**config.mk**
```make
export PLATFORM = sky130hd
export DESIGN_NAME = stream_demux
export DESIGN_NICKNAME = d
export VERILOG_FILES = /design/src/rtl/stream_demux_pkg.sv /design/src/rtl/demux_chan_reg.sv /design/src/rtl/stream_demux.sv
export SDC_FILE = /design/constraint.sdc
export NUM_CORES = 1
export LEC_CHECK = 0
export BUFFER_PORTS_ARGS = -buffer_cell sky130_fd_sc_hd__buf_2
export CAP_MARGIN = 10
export CELL_PAD_IN_SITES_DETAIL_PLACEMENT = 1
export CELL_PAD_IN_SITES_GLOBAL_PLACEMENT = 1
export CORE_AREA = 2 2 67 69
export CTS_CLUSTER_SIZE = 20
export DETAILED_ROUTE_END_ITERATION = 8
export DIE_AREA = 0 0 69 71
export HOLD_SLACK_MARGIN = 0.1
export PLACE_DENSITY = 0.91
export SLEW_MARGIN = 25
export SYNTH_ARGS = -nofsm -noshare
export SYNTH_HDL_FRONTEND = slang
export SYNTH_SLANG_ARGS = --single-unit
```
**constraint.sdc**
```tcl
create_clock -name clk -period 4.34 [get_ports clk]
set_clock_uncertainty 0.15 [all_clocks]
set_input_delay 1.302 -clock clk [delete_from_list [all_inputs] [get_ports clk]]
set_output_delay 1.302 -clock clk [all_outputs]
set_load 0.05 [all_outputs]
```
**src/rtl/stream_demux_pkg.sv**
```systemverilog
// Shared definitions for the stream demultiplexer.
//   MODE_TAGGED / MODE_TDM : values of the mode input
//   calc_sel_w()           : width of a channel index for a given channel count
package stream_demux_pkg;

    localparam logic MODE_TAGGED = 1'b0;
    localparam logic MODE_TDM    = 1'b1;

    // A single channel still needs a 1-bit index, hence the floor of 1.
    function automatic int unsigned calc_sel_w(input int unsigned num_ch);
        return (num_ch <= 2) ? 1 : $clog2(num_ch);
    endfunction

endpackage

```
**src/rtl/demux_chan_reg.sv**
```systemverilog
// One-entry holding register for a single demux output channel.
// Ports:
//   clk, rst  : clock, asynchronous active-high reset
//   i_fill    : load i_data this cycle (takes priority over drain)
//   i_data    : payload to load
//   i_ready   : consumer ready; empties the register when full and not refilled
//   o_full    : register holds a beat (channel out_valid)
//   o_data    : held payload; keeps its last value after draining
module demux_chan_reg #(
    parameter int unsigned DW = 8
) (
    input  logic          clk,
    input  logic          rst,
    input  logic          i_fill,
    input  logic [DW-1:0] i_data,
    input  logic          i_ready,
    output logic          o_full,
    output logic [DW-1:0] o_data
);

    logic          r_full;
    logic [DW-1:0] r_data;

    always_ff @(posedge clk or posedge rst) begin
        if (rst) begin
            r_full <= 1'b0;
            r_data <= '0;
        end else if (i_fill) begin
            // Fill wins over a simultaneous drain, so the channel never bubbles.
            r_full <= 1'b1;
            r_data <= i_data;
        end else if (r_full && i_ready) begin
            r_full <= 1'b0;
        end
    end

    assign o_full = r_full;
    assign o_data = r_data;

endmodule

```
**src/rtl/stream_demux.sv**
```systemverilog
// 1-to-NUM_CH registered stream demultiplexer.
// Each beat goes to in_sel (tagged mode) or to an internal round-robin slot (TDM mode);
// every channel has its own one-entry holding register and independent backpressure.
// Ports:
//   clk, rst               : clock, asynchronous active-high reset
//   mode                   : 0 tagged, 1 TDM
//   in_valid/in_ready      : input handshake; in_sel = tagged destination, in_data = payload
//   out_valid/out_ready    : per-channel handshake
//   out_data               : channel i payload at [i*DW +: DW]
//   tdm_slot               : current TDM destination
//   frame_end              : pulse after the beat for the last TDM slot is accepted
//   err_sel / clr_err      : sticky out-of-range tag flag and its synchronous clear
module stream_demux
    import stream_demux_pkg::*;
#(
    parameter int unsigned DW     = 8,
    parameter int unsigned NUM_CH = 4,
    parameter int unsigned SEL_W  = calc_sel_w(NUM_CH)
) (
    input  logic                 clk,
    input  logic                 rst,
    input  logic                 mode,
    input  logic                 in_valid,
    output logic                 in_ready,
    input  logic [SEL_W-1:0]     in_sel,
    input  logic [DW-1:0]        in_data,
    output logic [NUM_CH-1:0]    out_valid,
    input  logic [NUM_CH-1:0]    out_ready,
    output logic [NUM_CH*DW-1:0] out_data,
    output logic [SEL_W-1:0]     tdm_slot,
    output logic                 frame_end,
    output logic                 err_sel,
    input  logic                 clr_err
);

    localparam logic [SEL_W:0]   LP_NUM_CH = (SEL_W + 1)'(NUM_CH);
    localparam logic [SEL_W-1:0] LP_LAST   = SEL_W'(NUM_CH - 1);

    logic [NUM_CH-1:0] w_full;
    logic [NUM_CH-1:0] w_fill;
    logic [SEL_W-1:0]  w_dest;
    logic              w_legal;
    logic              w_accept;

    logic [SEL_W-1:0]  r_slot;
    logic              r_frame_end;
    logic              r_err_sel;

    // Ready depends only on the destination's state, never on in_valid.
    // Out-of-range tags are always accepted so a bad producer cannot wedge the input.
    always_comb begin
        w_dest   = (mode == MODE_TDM) ? r_slot : in_sel;
        w_legal  = ({1'b0, w_dest} < LP_NUM_CH);
        in_ready = 1'b1;
        if (w_legal) begin
            in_ready = !w_full[w_dest] || out_ready[w_dest];
        end
        w_accept = in_valid && in_ready;
    end

    for (genvar gi = 0; gi < NUM_CH; gi++) begin : g_chan
        assign w_fill[gi] = w_accept && w_legal && (w_dest == SEL_W'(gi));

        demux_chan_reg #(
            .DW (DW)
        ) u_chan (
            .clk     (clk),
            .rst     (rst),
            .i_fill  (w_fill[gi]),
            .i_data  (in_data),
            .i_ready (out_ready[gi]),
            .o_full  (w_full[gi]),
            .o_data  (out_data[gi*DW +: DW])
        );
    end

    // Leaving TDM mode abandons the partial frame: the slot restarts at 0.
    always_ff @(posedge clk or posedge rst) begin
        if (rst) begin
            r_slot <= '0;
        end else if (mode != MODE_TDM) begin
            r_slot <= '0;
        end else if (w_accept) begin
            r_slot <= (r_slot == LP_LAST) ? '0 : r_slot + SEL_W'(1);
        end
    end

    always_ff @(posedge clk or posedge rst) begin
        if (rst) begin
            r_frame_end <= 1'b0;
        end else begin
            r_frame_end <= (mode == MODE_TDM) && w_accept && (r_slot == LP_LAST);
        end
    end

    // Set has priority over clear so a bad tag in the clearing cycle is not lost.
    always_ff @(posedge clk or posedge rst) begin
        if (rst) begin
            r_err_sel <= 1'b0;
        end else if (w_accept && !w_legal) begin
            r_err_sel <= 1'b1;
        end else if (clr_err) begin
            r_err_sel <= 1'b0;
        end
    end

    assign out_valid = w_full;
    assign tdm_slot  = r_slot;
    assign frame_end = r_frame_end;
    assign err_sel   = r_err_sel;

endmodule

```
==> summary.md, run 1 <==
| Metric | Value |
|---|---|
| Status | `finished, final reports clean` |
| Yosys reg bits | `39` |
| Grt total ovfl | `0` |
| Crit Path Class | `in -> out` |
| Required time of the critical path | `2.89 ns` |
| Slowest stage cell, crit path | `mux2i_4` |
| Buf/Inv on CP | `2` |
| Crit path DAT | `2.55 ns` |
| Sink Count | `39` |
| First-pass GRT wire length | `6.24 mm` |
| Filler Cell Count | `466` |
| Final Cell Area | `2080 um2` |
| Syn_area_per_cell | `15.3 um2` |
| Most used routing layer | `met2` |
| Final min period | `4.00 ns` |
| Setup ws final | `0.341 ns` |
| Sw frac | `0.475` |
| Hold Vio Cnt, Final | `0` |
| Initial antenna violation count | `0` |
| Worst Path Max Fanout | `7` |
| Crit-path leading delay family | `multiplexers` |
| Post-synthesis instance total | `108` |
| CTS tree | `yes` |
| Met3 Track Usage GR | `0.0527` |
| Syn-to-layout area delta | `25.8%` |
| DRC errors left | `0` |
| DRT Pass-1 Iters | `3` |
| Met1 Usage GRT | `0.191` |
| Register Area | `976 um2` |
| Synth warn | `0` |
| Routed wire length per instance | `16.9 um` |
| GRT Total Usage | `0.165` |
| Die ar. | `4900 um2` |
| Clock Tree Buf Depth | `2` |
| Post-Place Cells | `212` |
| CTS root buffer | `clkbuf_8` |
| Sequential share of power | `0.334` |
| Number of vias per cell | `4.82` |
| Area occupied by multi-input gates | `626 um2` |
| Min-delay worst type | `reg -> reg` |
| Pint | `0.000888 W` |
| Post-synth cell types | `19` |
| Final std cells w/o fill | `220` |
| Leak pwr | `1.05 nW` |
| Dpl cell area | `1960 um2` |
| Maxcap violations | `0` |
| Hold Path Cell Cnt | `1` |
| Seq/Total Area, Yosys | `0.590` |
| Net count after synthesis | `128` |
| Period utilisation layout | `0.921` |
| Met2 Use GR | `0.302` |
| Share of cells above drive strength 1 | `0.631` |
| Clock power frac | `0.181` |
| Port Buffers | `57` |
| Number of diodes | `0` |
| Setup TNS | `0 ns` |
| CP Capture Type | `output pin` |
| Post-CTS Resized | `0` |
| R2R cell count | `3` |
| Post-Route WL | `3.71 mm` |
| Largest net degree at the start of global routing | `40` |
| Initial DRC count | `26` |
| Hold-fix buffers at CTS | `0` |
| Fin. max-slew vios | `0` |
| Die W | `69 um` |
| CTS Buf Count | `5` |
| Comb pwr share | `0.486` |
| Core Box Area | `4200 um2` |
| Worst VDD drop | `0.393 mV` |
| Setup Viol. Count Final | `0` |
| Max Fclk | `0.250 GHz` |
| Setup WS pre-CTS | `0.318 ns` |
| Mapped cell area | `1650 um2` |
| RePlAce Congestion | `0.796` |
| Chip height | `71 um` |
| Pwr per Cell Area | `814 nW/um2` |
| DP HPWL | `2.83 mm` |
| Vias | `1,060` |
| Antenna viol nets, final | `0` |
| Number of global-route vias before repair | `1,211` |
| Sw Pwr | `0.000805 W` |
| Initial Util | `0.393` |
| Rows | `24` |
| Setup crit start kind | `input pin` |
| Worst path depth | `5` |
| IO Pins | `60` |
| Cells along the critical path | `buf_2, mux2i_4, mux2i_1, mux2i_1, buf_2` |
| CP max stage delay | `0.39 ns` |
| Post-CTS Setup Bufs | `0` |
| WHS | `0.352 ns` |
| Worst-Skew Late Latency | `0.28 ns` |
| RSZ-0062 raised after global routing | `false` |
| CTS H-tree lvls | `2` |
| Fin nets | `187` |
| Clock-pin slew on the worst setup and hold paths | `0.07 ns` |
==> layout make-up <==
type / count / share of cell area
Clock buffer: 6 / 0.0397
Timing Repair Buffer: 58 / 0.141
Clock inverter: 2 / 0.0168
Inverter: 1 / 0.00180
Sequential cell: 39 / 0.469
Multi-Input combinational cell: 62 / 0.301
Tap cell: 52 / 0.0313
==> registers in the layout, indices dropped and copies added (netlist names) <==
name                  count
g_chan.u_chan.o_data     32
g_chan.u_chan.o_full      4
tdm_slot                  2
frame_end                 1
==> cell families after synthesis <==
family | count (synthesis) | share of synthesized area
AO/OA/AOI/OAI | 1 | 0.00756
flip-flops | 39 | 0.590
adder cells (fa/ha/maj) | 1 | 0.00756
AND/OR/NAND/NOR | 20 | 0.0855
other | 1 | 0.00227
multiplexers | 39 | 0.275
buffers and inverters | 7 | 0.0318
==> path summary, 6_finish.rpt <==
path / start / to / slack, ns
setup / recovery: mode / in_ready / 0.34
hold / removal: g_chan[2].u_chan.o_data[5]$_DFFE_PP0P_ / g_chan[2].u_chan.o_data[5]$_DFFE_PP0P_ / 0.35
setup reg to reg: tdm_slot[0]$_DFFE_PP0P_ / g_chan[2].u_chan.o_data[6]$_DFFE_PP0P_ / 2.53
hold reg to reg: g_chan[2].u_chan.o_data[5]$_DFFE_PP0P_ / g_chan[2].u_chan.o_data[5]$_DFFE_PP0P_ / 0.35
max in group asynchronous: rst / g_chan[3].u_chan.o_data[0]$_DFFE_PP0P_ / 2.73
min in group asynchronous: rst / g_chan[2].u_chan.o_full$_DFFE_PP0P_ / 0.97
==> cell usage in the layout, fill, tap and decap left out <==
cell type and n:
mux2i_4 2, and3_1 1, mux2_2 32, bufinv_16 1, clkbuf_8 6, or2b_1 1, inv_1 1, ha_1 1
buf_2 57, mux2i_1 5, buf_4 1, nor2b_2 1, conb_1 1, dfrtp_1 39, nand4b_2 1, o22ai_2 1
nand4_4 1, nand2_1 8, clkinv_2 1, nand3b_2 1, nand2b_1 5, nand3_2 1
==> metal layers <==
layer | up-vias | share of wire
li1 | 485 | -
met1 | 529 | 0.38
met2 | 42 | 0.54
met3 | 4 | 0.067
met4 | 0 | 0.0086
met5 | - | 0
==> power groups by stage <==
stage / registers [W] / clock network (W) / logic, W
floorplan: 0.00101 / 0 / 0.000196
global placement: 0.000557 / 0 / 0.000810
detailed placement: 0.000571 / 0 / 0.000833
CTS: 0.000567 / 0.000312 / 0.000833
global route: 0.000583 / 0.000328 / 0.000858
finish: 0.000565 / 0.000306 / 0.000823
==> cell usage after synthesis <==
library cell / instances / area [um2]
dfrtp_1: 39 / 976
mux2_2: 32 / 360
nand2_1: 8 / 30.0
buf_4: 5 / 37.5
mux2i_1: 5 / 50.1
nand2b_1: 5 / 31.3
mux2i_4: 2 / 45.0
and3_1: 1 / 6.26
buf_6: 1 / 11.3
conb_1: 1 / 3.75
ha_1: 1 / 12.5
inv_1: 1 / 3.75
nand3_2: 1 / 10.0
nand3b_2: 1 / 11.3
nand4_4: 1 / 21.3
nand4b_2: 1 / 15.0
nor2b_2: 1 / 8.76
o22ai_2: 1 / 12.5
or2b_1: 1 / 7.51
==> per-stage QoR <==
step,util,total power [W]
5_1_grt,0.495,0.00177
2_1_floorplan,-,0.00120
3_5_place_dp,0.467,0.00140
3_3_place_gp,0.467,0.00137
6_report,0.495,0.00169
4_1_cts,0.495,0.00171
Power figures use the tool's default switching activity.
==> inputs of run 2 (changes only) <==
- BUFFER_PORTS_ARGS: -buffer_cell sky130_fd_sc_hd__buf_2 -> -buffer_cell sky130_fd_sc_hd__clkbuf_2
==> run 2 against run 1 <==
Net effect: core utilization unchanged; hold slack better by 0.0099 ns; sequential power up 1%; count of clock-buffer cells in the layout unchanged; clock power about the same; final area unchanged; critical endpoint unchanged; largest cell class unchanged; highest routed layer is now met3.
==> summary.md, run 2 (synthesized netlist as in run 1, its figures left out) <==
| Metric | Value |
|---|---|
| Status | `finished, final reports clean` |
| Vias | `1,066 (+0.57%)` |
| Antenna viol nets, final | `0 (unchanged)` |
| Worst Path Max Fanout | `7 (unchanged)` |
| Initial Util | `0.393 (unchanged)` |
| IO Pins | `60 (unchanged)` |
| CTS H-tree lvls | `2 (unchanged)` |
| Share of cells above drive strength 1 | `0.631 (unchanged)` |
| R2R setup slack | `2.51 ns (-0.02 ns)` |
| Register Area | `976 um2 (unchanged)` |
| Setup crit start kind | `input pin` |
| CTS Buf Count | `5 (unchanged)` |
| Met3 Wirelength | `223 um (-10%)` |
| Post-CTS Resized | `0 (unchanged)` |
| Setup Viol. Count Final | `0 (unchanged)` |
| Die W | `69 um (unchanged)` |
| Period utilisation layout | `0.933 (+0.0116)` |
| CTS root buffer | `clkbuf_8` |
| First-pass GRT wire length | `6.30 mm (+0.99%)` |
| Filler Cell Count | `456 (-2.1%)` |
| Worst VDD drop | `0.468 mV (+19%)` |
| Worst-Skew Late Latency | `0.28 ns (about the same)` |
| RePlAce Congestion | `0.852 (+7.1%)` |
| Highest Signal Layer | `met3` |
| WHS | `0.362 ns (+0.00987 ns)` |
| Area occupied by multi-input gates | `626 um2 (unchanged)` |
| Largest net degree at the start of global routing | `40 (unchanged)` |
| Most common library cell in the layout ignoring fill and taps | `clkbuf_2` |
| Clock-pin slew on the worst setup and hold paths | `0.07 ns (about the same)` |
| Max reg flops | `32 (unchanged)` |
| Routed wire length per instance | `17.2 um (+2.1%)` |
| Rows | `24 (unchanged)` |
| Leak pwr | `1.05 nW (+0.45%)` |
| Required time of the critical path | `2.89 ns (about the same)` |
| DRT Pass-1 Iters | `4 (+1)` |
| Fin. max-slew vios | `0 (unchanged)` |
| Sink Count | `39 (unchanged)` |
| Min-delay worst type | `reg -> reg` |
| DP HPWL | `2.83 mm (-0.17%)` |
| Syn-to-layout area delta | `25.8% (unchanged)` |
| CP Capture Type | `output pin` |
| Routed metal-1 wirelength | `1.50 mm (+6.8%)` |
| RSZ-0062 raised after global routing | `false` |
| Number of diodes | `0 (unchanged)` |
| Setup TNS | `0 ns (unchanged)` |
| Fin nets | `187 (unchanged)` |
| Initial DRC count | `42 (+62%)` |
| Maxcap violations | `0 (unchanged)` |
| Crit path DAT | `2.60 ns (+0.05 ns)` |
| Number of global-route vias before repair | `1,221 (+0.83%)` |
| Clock Tree Buf Depth | `2 (unchanged)` |
| Most frequent cells in the layout | `clkbuf_2 (57), dfrtp_1 (39), mux2_2 (32)` |
| Met2 routed WL | `2.06 mm (+1.9%)` |
| Hold-fix buffers at CTS | `0 (unchanged)` |
| Number of vias per cell | `4.85 (+0.57%)` |
| Port Buffers | `57 (unchanged)` |
| Die ar. | `4900 um2 (unchanged)` |
| Grt total ovfl | `0 (unchanged)` |
| Post-CTS Setup Bufs | `0 (unchanged)` |
| Max Fclk | `0.247 GHz (-1.2%)` |
| Post-Route WL | `3.79 mm (+2.1%)` |
| Hold Vio Cnt, Final | `0 (unchanged)` |
| Crit Path Class | `in -> out` |
| Core Box Area | `4200 um2 (unchanged)` |
| Pwr per Cell Area | `815 nW/um2 (+0.16%)` |
| Final min period | `4.05 ns (+0.0502 ns)` |
| Chip height | `71 um (unchanged)` |
| GRT Total Usage | `0.166 (+0.00143)` |
| CTS tree | `yes` |
| Initial antenna violation count | `0 (unchanged)` |
| DRC errors left | `0 (unchanged)` |
[run 2: path summary, 6_finish.rpt]
check                                                       start                                      to  cells past startpoint
max                                                          mode                                in_ready                      5
min                        g_chan[3].u_chan.o_data[3]$_DFFE_PP0P_  g_chan[3].u_chan.o_data[3]$_DFFE_PP0P_                      1
max reg2reg                               tdm_slot[0]$_DFFE_PP0P_  g_chan[2].u_chan.o_data[5]$_DFFE_PP0P_                      3
min reg2reg                g_chan[3].u_chan.o_data[3]$_DFFE_PP0P_  g_chan[3].u_chan.o_data[3]$_DFFE_PP0P_                      1
max in group asynchronous                                     rst  g_chan[0].u_chan.o_data[2]$_DFFE_PP0P_                      3
min in group asynchronous                                     rst     g_chan[2].u_chan.o_full$_DFFE_PP0P_                      3
[run 2: layer usage]
metal	GRT usage	vias to the layer above
met3	0.0470	0
met4	0.0370	0
met1	0.193	538
met5	0	-
li1	-	486
met2	0.307	42
[run 2: where the power goes]
group,internal [W],switching [W],total (W)
logic,0.000204,0.000614,0.000818
clock network,0.000186,0.000121,0.000307
registers,0.000494,0.0000773,0.000571
total,0.000884,0.000812,0.00170
[run 2: critical path, cell delays in order]
cell and delay (ns):
clkbuf_2 0.21, mux2i_4 0.39, mux2i_1 0.32, mux2i_1 0.12, clkbuf_2 0.25
[run 2: metrics by stage]
stage	instances	worst slack (ns)	cell area, um2	util	power [W]
2_1_floorplan	108	0.167	1650	-	0.00120
3_3_place_gp	212	0.347	1960	0.467	0.00137
3_5_place_dp	212	0.275	1960	0.467	0.00140
4_1_cts	220	0.280	2080	0.495	0.00172
5_1_grt	220	0.169	2080	0.495	0.00177
6_report	220	0.291	2080	0.495	0.00170
[run 2: cell type report]
cell class / instances / area share
clock inverters: 2 / 0.0168
repair buffers: 58 / 0.141
inverters: 1 / 0.00180
clock buffers: 6 / 0.0397
multi-input cells: 62 / 0.301
well taps: 52 / 0.0313
flip-flops and latches: 39 / 0.469
